--- src/rtl/filter_regbank_pkg.sv ---
`default_nettype none
// ============================================================================
// Module : filter_regbank_pkg
// Brief  : Shared field positions and address-map helpers for the filter
//          configuration register bank.
//          Address map, in order:
//            CTRL_SH[N] | INT_STAT[S] | INT_MASK[S] | EVT_CNT[N] | GCTRL
//          where S = ceil(N/8).
// Rev    : 2.0 - shadow/active config, W1C status, event counters
// ============================================================================
package filter_regbank_pkg;

    // CTRL byte fields
    localparam int TYPE_LSB    = 0;
    localparam int WIN_LSB     = 2;
    localparam int INT_EN_BIT  = 6;
    localparam int WD_RST_BIT  = 7;

    // GCTRL byte fields
    localparam int COMMIT_BIT  = 0;
    localparam int CLR_ALL_BIT = 1;

    function automatic int unsigned num_stat_regs(input int unsigned n);
        return (n + 32'd7) / 32'd8;
    endfunction

    function automatic int unsigned stat_base(input int unsigned n);
        return n;
    endfunction

    function automatic int unsigned mask_base(input int unsigned n);
        return n + num_stat_regs(n);
    endfunction

    function automatic int unsigned cnt_base(input int unsigned n);
        return n + 32'd2 * num_stat_regs(n);
    endfunction

    function automatic int unsigned gctrl_addr(input int unsigned n);
        return 32'd2 * n + 32'd2 * num_stat_regs(n);
    endfunction

endpackage
`default_nettype wire

--- src/rtl/filter_regbank_v2_chan.sv ---
`default_nettype none
// ============================================================================
// Module : filter_regbank_chan
// Brief  : Per-channel slice: shadow and active control bytes, saturating
//          read-to-clear event counter, and the status-set request.
// Ports  : clk_i/rstn_i  clock, async active-low reset
//          i_sh_we       write i_wdata into the shadow control byte
//          i_commit      copy shadow into active
//          i_evt         channel interrupt event pulse
//          i_cnt_rd      counter is being read (clears it)
//          i_cnt_clr     global counter clear
//          o_ctrl_sh     shadow byte for readback
//          o_type/o_win/o_wd_rst  active filter configuration
//          o_stat_set    event qualified by the active int_en
//          o_cnt         counter zero-extended to 8 bits
// Rev    : 2.0
// ============================================================================
module filter_regbank_chan
    import filter_regbank_pkg::*;
#(
    parameter int CNT_W = 8
) (
    input  logic       clk_i,
    input  logic       rstn_i,
    input  logic       i_sh_we,
    input  logic [7:0] i_wdata,
    input  logic       i_commit,
    input  logic       i_evt,
    input  logic       i_cnt_rd,
    input  logic       i_cnt_clr,
    output logic [7:0] o_ctrl_sh,
    output logic [1:0] o_type,
    output logic [3:0] o_win,
    output logic       o_wd_rst,
    output logic       o_stat_set,
    output logic [7:0] o_cnt
);

    localparam logic [CNT_W-1:0] c_CNT_MAX = '1;
    localparam logic [CNT_W-1:0] c_CNT_ONE = CNT_W'(1);

    logic [7:0]       r_sh;
    logic [7:0]       r_act;
    logic [CNT_W-1:0] r_cnt;

    always_ff @(posedge clk_i or negedge rstn_i) begin
        if (!rstn_i) begin
            r_sh  <= '0;
            r_act <= '0;
        end else begin
            if (i_sh_we) begin
                r_sh <= i_wdata;
            end
            if (i_commit) begin
                r_act <= r_sh;
            end
        end
    end

    // A clear (read or global) coinciding with an event leaves the counter
    // at 1 so that the event is not lost; the read still returns the old value.
    always_ff @(posedge clk_i or negedge rstn_i) begin
        if (!rstn_i) begin
            r_cnt <= '0;
        end else if (i_cnt_rd || i_cnt_clr) begin
            r_cnt <= i_evt ? c_CNT_ONE : '0;
        end else if (i_evt && (r_cnt != c_CNT_MAX)) begin
            r_cnt <= r_cnt + c_CNT_ONE;
        end
    end

    always_comb begin
        o_cnt              = '0;
        o_cnt[CNT_W-1:0]   = r_cnt;
    end

    assign o_ctrl_sh  = r_sh;
    assign o_type     = r_act[TYPE_LSB +: 2];
    assign o_win      = r_act[WIN_LSB +: 4];
    assign o_wd_rst   = r_act[WD_RST_BIT];
    assign o_stat_set = i_evt & r_act[INT_EN_BIT];

endmodule
`default_nettype wire

--- src/rtl/filter_regbank_v2.sv ---
`default_nettype none
// ============================================================================
// Module : filter_regbank_v2
// Brief  : Configuration/status register bank for the N-channel filter
//          array. Byte-wide bus with one-cycle registered ack/err, shadowed
//          per-channel control with atomic commit, W1C interrupt status with
//          mask, registered irq and per-channel event counters.
// Ports  : clk_i, rstn_i            clock, async active-low reset
//          req_i, wr_en_i, addr_i,
//          wdata_i                  access request (one cycle per access)
//          rdata_o, ack_o, err_o    response, one cycle after req_i
//          filter_type_o, window_size_o, wd_rst_o  active channel config
//          in_int_i                 per-channel event pulses
//          irq_o                    OR of unmasked status bits (registered)
// Rev    : 2.0
// ============================================================================
module filter_regbank_v2
    import filter_regbank_pkg::*;
#(
    parameter int N      = 8,
    parameter int ADDR_W = 8,
    parameter int CNT_W  = 8
) (
    input  logic              clk_i,
    input  logic              rstn_i,
    input  logic              req_i,
    input  logic              wr_en_i,
    input  logic [ADDR_W-1:0] addr_i,
    input  logic [7:0]        wdata_i,
    output logic [7:0]        rdata_o,
    output logic              ack_o,
    output logic              err_o,
    output logic [2*N-1:0]    filter_type_o,
    output logic [4*N-1:0]    window_size_o,
    output logic [N-1:0]      wd_rst_o,
    input  logic [N-1:0]      in_int_i,
    output logic              irq_o
);

    localparam int unsigned c_S          = num_stat_regs(N);
    localparam int unsigned c_STAT_BASE  = stat_base(N);
    localparam int unsigned c_MASK_BASE  = mask_base(N);
    localparam int unsigned c_CNT_BASE   = cnt_base(N);
    localparam int unsigned c_GCTRL_ADDR = gctrl_addr(N);

    logic [31:0]      w_a;
    logic             w_wr;
    logic             w_rd;
    logic             w_oor;
    logic             w_gctrl_wr;
    logic             w_commit;
    logic             w_clr_all;

    logic [N-1:0]     w_sh_we;
    logic [N-1:0]     w_cnt_rd;
    logic [N-1:0]     w_stat_set;
    logic [N-1:0]     w_stat_clr;
    logic [N-1:0]     w_mask_we;
    logic [N-1:0]     w_bit_wd;
    logic [7:0]       w_ctrl_sh [N];
    logic [7:0]       w_cnt     [N];

    logic [8*c_S-1:0] w_stat_pad;
    logic [8*c_S-1:0] w_mask_pad;
    logic [7:0]       w_rdata;

    logic [N-1:0]     r_stat;
    logic [N-1:0]     r_mask;
    logic             r_irq;
    logic             r_ack;
    logic             r_err;
    logic [7:0]       r_rdata;

    // ------------------------------------------------------------------
    // Access decode
    // ------------------------------------------------------------------
    assign w_a        = 32'(addr_i);
    assign w_wr       = req_i &  wr_en_i;
    assign w_rd       = req_i & ~wr_en_i;
    assign w_oor      = (w_a > c_GCTRL_ADDR);
    assign w_gctrl_wr = w_wr && (w_a == c_GCTRL_ADDR);
    assign w_commit   = w_gctrl_wr & wdata_i[COMMIT_BIT];
    assign w_clr_all  = w_gctrl_wr & wdata_i[CLR_ALL_BIT];

    // ------------------------------------------------------------------
    // Channel slices and per-bit decode of the packed status/mask bytes
    // ------------------------------------------------------------------
    for (genvar gi = 0; gi < N; gi++) begin : g_chan
        localparam int unsigned c_BYTE     = gi / 8;
        localparam int unsigned c_CNT_ADDR = c_CNT_BASE + gi;

        assign w_sh_we[gi]    = w_wr && (w_a == 32'(gi));
        assign w_cnt_rd[gi]   = w_rd && (w_a == c_CNT_ADDR);
        assign w_bit_wd[gi]   = wdata_i[gi % 8];
        assign w_stat_clr[gi] = w_clr_all ||
                                (w_wr && (w_a == c_STAT_BASE + c_BYTE) && w_bit_wd[gi]);
        assign w_mask_we[gi]  = w_wr && (w_a == c_MASK_BASE + c_BYTE);

        filter_regbank_chan #(
            .CNT_W (CNT_W)
        ) u_chan (
            .clk_i      (clk_i),
            .rstn_i     (rstn_i),
            .i_sh_we    (w_sh_we[gi]),
            .i_wdata    (wdata_i),
            .i_commit   (w_commit),
            .i_evt      (in_int_i[gi]),
            .i_cnt_rd   (w_cnt_rd[gi]),
            .i_cnt_clr  (w_clr_all),
            .o_ctrl_sh  (w_ctrl_sh[gi]),
            .o_type     (filter_type_o[2*gi +: 2]),
            .o_win      (window_size_o[4*gi +: 4]),
            .o_wd_rst   (wd_rst_o[gi]),
            .o_stat_set (w_stat_set[gi]),
            .o_cnt      (w_cnt[gi])
        );
    end

    // ------------------------------------------------------------------
    // Status (W1C, set wins) and mask registers
    // ------------------------------------------------------------------
    always_ff @(posedge clk_i or negedge rstn_i) begin
        if (!rstn_i) begin
            r_stat <= '0;
            r_mask <= '0;
        end else begin
            r_stat <= (r_stat & ~w_stat_clr) | w_stat_set;
            for (int i = 0; i < N; i++) begin
                if (w_mask_we[i]) begin
                    r_mask[i] <= w_bit_wd[i];
                end
            end
        end
    end

    // Padding bits above N are tied to zero in the readback view
    always_comb begin
        w_stat_pad        = '0;
        w_mask_pad        = '0;
        w_stat_pad[N-1:0] = r_stat;
        w_mask_pad[N-1:0] = r_mask;
    end

    // ------------------------------------------------------------------
    // Read mux; GCTRL and out-of-range addresses read as zero
    // ------------------------------------------------------------------
    always_comb begin
        w_rdata = '0;
        for (int i = 0; i < N; i++) begin
            if (w_a == 32'(i)) begin
                w_rdata = w_ctrl_sh[i];
            end
            if (w_a == c_CNT_BASE + 32'(i)) begin
                w_rdata = w_cnt[i];
            end
        end
        for (int j = 0; j < int'(c_S); j++) begin
            if (w_a == c_STAT_BASE + 32'(j)) begin
                w_rdata = w_stat_pad[8*j +: 8];
            end
            if (w_a == c_MASK_BASE + 32'(j)) begin
                w_rdata = w_mask_pad[8*j +: 8];
            end
        end
    end

    // ------------------------------------------------------------------
    // Response pipeline and interrupt request
    // ------------------------------------------------------------------
    always_ff @(posedge clk_i or negedge rstn_i) begin
        if (!rstn_i) begin
            r_ack   <= 1'b0;
            r_err   <= 1'b0;
            r_rdata <= '0;
            r_irq   <= 1'b0;
        end else begin
            r_ack   <= req_i;
            r_err   <= req_i & w_oor;
            r_rdata <= w_rd ? w_rdata : 8'h00;
            r_irq   <= |(r_stat & ~r_mask);
        end
    end

    assign ack_o   = r_ack;
    assign err_o   = r_err;
    assign rdata_o = r_rdata;
    assign irq_o   = r_irq;

endmodule
`default_nettype wire

--- config.mk ---
export PLATFORM = sky130hd
export DESIGN_NAME = filter_regbank_v2
export DESIGN_NICKNAME = d
export VERILOG_FILES = /design/src/rtl/filter_regbank_pkg.sv /design/src/rtl/filter_regbank_v2_chan.sv /design/src/rtl/filter_regbank_v2.sv
export SDC_FILE = /design/constraint.sdc
export NUM_CORES = 1
export LEC_CHECK = 0
export BUFFER_PORTS_ARGS = -buffer_cell sky130_fd_sc_hd__buf_2
export CAP_MARGIN = 0
export CORE_ASPECT_RATIO = 1.1
export CORE_UTILIZATION = 65
export CTS_CLUSTER_SIZE = 10
export DETAILED_ROUTE_END_ITERATION = 6
export GPL_TIMING_DRIVEN = 0
export PLACE_DENSITY_LB_ADDON = 0.15
export SLEW_MARGIN = 25
export SYNTH_ARGS = -nofsm -noshare
export SYNTH_HDL_FRONTEND = slang
export SYNTH_SLANG_ARGS = --single-unit
--- constraint.sdc ---
create_clock -name clk_i -period 3.25 [get_ports clk_i]
set_clock_uncertainty 0.1 [all_clocks]
set_input_delay 0.325 -clock clk_i [delete_from_list [all_inputs] [get_ports clk_i]]
set_output_delay 0.325 -clock clk_i [all_outputs]
set_load 0.01 [all_outputs]
==> impl_metrics.sql <==
INSERT INTO impl_metrics (metric_group, metric, value, unit) VALUES
('critical_path', 'worst_setup_path_end_kind', 'register', ''),
('global_routing', 'grt_first_pass_wirelength', '47300', 'um'),
('route', 'via_count', '8620', ''),
('floorplan', 'core_area', '16500', 'um2'),
('route', 'route.detailed.drc', '0', ''),
('timing', 'tns', '0', 'ps'),
('timing', 'max_clock_freq', '358', 'MHz'),
('final_layout', 'syn_to_final_growth', '13.9', '%'),
('critical_path', 'cp_max_fo', '10', ''),
('global_routing', 'initial_antenna_violation_count', '1', ''),
('timing', 'finalHoldViolations', '0', ''),
('synthesis', 'synth.ff_latch_count', '219', ''),
('synthesis', 'asyncSetResetFlopFracSynth', '1.00', ''),
('global_routing', 'grt_total_ovfl', '0', ''),
('timing', 'finalCritPeriodShare', '0.860', ''),
('floorplan', 'num_io_pins', '95', ''),
('power', 'finalPower', '7.04', 'mW'),
('worst_hold_path', 'hold_class', 'in2reg', ''),
('final_layout', 'post_route_cells_drive_above_1_share', '0.310', ''),
('power', 'p_leak', '6.15', 'nW'),
('global_routing', 'first_global_vias', '8463', ''),
('timing', 'worst_pin_slew', '940', 'ps'),
('synthesis', 'synth_enable_flop_cells', '0', ''),
('route', 'postRouteWirelength', '30400', 'um'),
('final_layout', 'final_design_area_no_fill', '12600', 'um2'),
('synthesis', 'synthCells', '1012', ''),
('timing', 'fin_ws', '455', 'ps'),
('synthesis', 'post_synth.cell_area_avg', '10.9', 'um2'),
('placement', 'post-dp-hpwl', '21400', 'um'),
('placement', 'port-buffer-count', '86', ''),
('final_layout', 'fin_nets', '1172', ''),
('critical_path', 'worstPathArrival', '3070', 'ps'),
('cts', 'post_cts.resized_instances', '0', ''),
('cts', 'clock_buffer_count_from_cts', '26', ''),
('power', 'ir_worst_vdd', '0.000618', 'V'),
('synthesis', 'seq_area_frac_synth', '0.495', ''),
('run_status', 'run_status', 'finished, final reports clean', ''),
('global_routing', 'pin_count_of_the_biggest_net_entering_global_routing', '93', ''),
('cts', 'clock_sink_count', '219', ''),
('synthesis', 'post_synth_num_cell_types', '76', ''),
('power', 'pwr_density_cell', '558', 'nW/um2'),
('route', 'iteration_0_drc_count_of_the_detailed_router', '882', ''),
('placement', 'placement.cell_area', '11800', 'um2'),
('cts', 'clock_latency', '530', 'ps'),
('flow_run', 'drv.max_cap_violation_count', '0', ''),
('synthesis', 'post_synth_instance_area', '11100', 'um2'),
('global_routing', 'grt.total_usage', '0.355', ''),
('floorplan', 'start_util', '0.672', ''),
('critical_path', 'start_kind', 'primary input', ''),
('cts', 'clockRootBuffer', 'clkbuf_16', ''),
('synthesis', 'syn-num-nets', '1048', ''),
('timing', 'max_slew_margin', '0.372', ''),
('synthesis', 'synthDominantCellAreaShare', '0.495', ''),
('timing', 'rsz0062_at_grt', 'false', ''),
('route', 'avgRoutedWirePerCell', '22.6', 'um'),
('floorplan', 'die_x', '126', 'um'),
('cts', 'clock_path_buffers', '3', ''),
('cts', 'cts_tree', 'done', ''),
('floorplan', 'die_height', '139', 'um'),
('final_layout', 'most-common-layout-cells', 'dfrtp_1, mux2_2, nor2_1', ''),
('timing', 'slew_viol_final', '0', ''),
('synthesis', 'yosys_warnings', '0', ''),
('placement', 'pre_cts_ws', '188', 'ps'),
('floorplan', 'die_area', '17600', 'um2'),
('timing', 'final-setup-viol-count', '0', ''),
('floorplan', 'std_cell_rows', '49', ''),
('critical_path', 'critPathKind', 'in2reg', ''),
('synthesis', 'ys.flop_type', 'dfrtp_1', ''),
('critical_path', 'worst-endpoint-required', '3530', 'ps'),
('route', 'drt-pass1-iter-count', '7', ''),
('synthesis', 'dominant_cells_by_area_after_synthesis', 'dfrtp_1, mux2_2, buf_4', ''),
('final_layout', 'finish.utilization', '0.765', ''),
('cts', 'cts.reportedPaths.clkPinSlew', '50', 'ps'),
('placement', 'globalplace.congestion', '0.962', ''),
('timing', 'finalWorstPathRequiredPeriod', '2790', 'ps'),
('final_layout', 'mostFrequentLayoutCell', 'dfrtp_1', ''),
('route', 'route.antenna.remaining_nets', '0', ''),
('synthesis', 'synth.largest_area_cell', 'dfrtp_1', ''),
('cts', 'htreeDepth', '1', ''),
('route', 'average_via_count_per_standard_cell', '6.40', '');
## sequential cells by signal, summed over array words and instances, names as in the netlist
register                 count
r_mask                       8
irq_o                        1
r_stat                       8
g_chan.u_chan.o_cnt         64
ack_o                        1
g_chan.u_chan.r_act         64
rdata_o                      8
g_chan.u_chan.o_ctrl_sh     64
err_o                        1
## area by class of cell
type                            count  area, um2
Timing Repair Buffer               96        576
Multi-Input combinational cell    674       4910
Buffer                            104        634
Fill cell                        1146       3870
Clock inverter                      1       7.51
Tap cell                          204        255
Sequential cell                   219       5480
Inverter                           15       56.3
Clock buffer                       32        704
Antenna cell                        1       2.50
## through the flow
step / hold WS, ps / std cells
4_1_cts: 4.69 / 1345
3_3_place_gp: 371 / 1302
6_report: 9.18 / 1346
2_1_floorplan: -70.6 / 1012
5_1_grt: 17.5 / 1346
3_5_place_dp: 174 / 1304
## power breakdown
group	internal, mW	switching [mW]	total [mW]
combinational	0.434	0.549	0.983
clock	1.49	1.04	2.53
sequential	3.06	0.473	3.53
## Yosys cell counts, drive strengths merged, types with 9 or more instances
cell type	instances
o22ai	14
nand4	15
nor3	10
buf	77
nand3	28
a32o	12
xor2	31
nand2	70
inv	14
xnor2	19
mux2	141
mux2i	15
or2	9
a21oi	44
dfrtp	219
nor2	107
o21ai	37
clkbuf	27
## kinds of logic after synthesis
group                    share of synthesized area
adder cells (fa/ha/maj)                    0.00904
multiplexers                                 0.159
AO/OA/AOI/OAI                                0.112
flip-flops                                   0.495
buffers and inverters                       0.0623
AND/OR/NAND/NOR                              0.123
XOR/XNOR                                    0.0395
## per-layer routing
| metal | GRT usage | share of wire |
|---|---|---|
| met5 | 0 | 0 |
| met3 | 0.0567 | 0.083 |
| met4 | 0.162 | 0.051 |
| met1 | 0.479 | 0.40 |
| met2 | 0.567 | 0.46 |
## critical path, stage by stage
cell           delay, ps
dlygate4sd3_1        510
buf_2                200
nor4bb_1             520
and3_1               300
nand2_1              240
clkbuf_1             390
nand2_1              380
o21ai_0              190
## repair_timing
action / 4_1_cts / 5_1_grt
hold buffers: 8 / 0
endpoints found under the hold margin: 63 / 0
setup buffers: 0 / 0
setup endpoints to repair: 0 / 0
## final timing paths
kind	from	end	slack (ps)	depth (start not counted)
min in group asynchronous	rstn_i	g_chan[2].u_chan.r_act[4]	220	2
worst max-delay path	req_i	g_chan[6].u_chan.o_cnt[0]	460	8
worst min register to register	g_chan[1].u_chan.r_act[0]	g_chan[1].u_chan.r_act[0]	390	1
max in group asynchronous	rstn_i	g_chan[4].u_chan.r_act[7]	2050	3
worst min-delay path	in_int_i[2]	r_stat[2]	9	2
worst max register to register	g_chan[4].u_chan.o_cnt[2]	rdata_o[2]	1090	5
(Power assumes the default switching activity.)
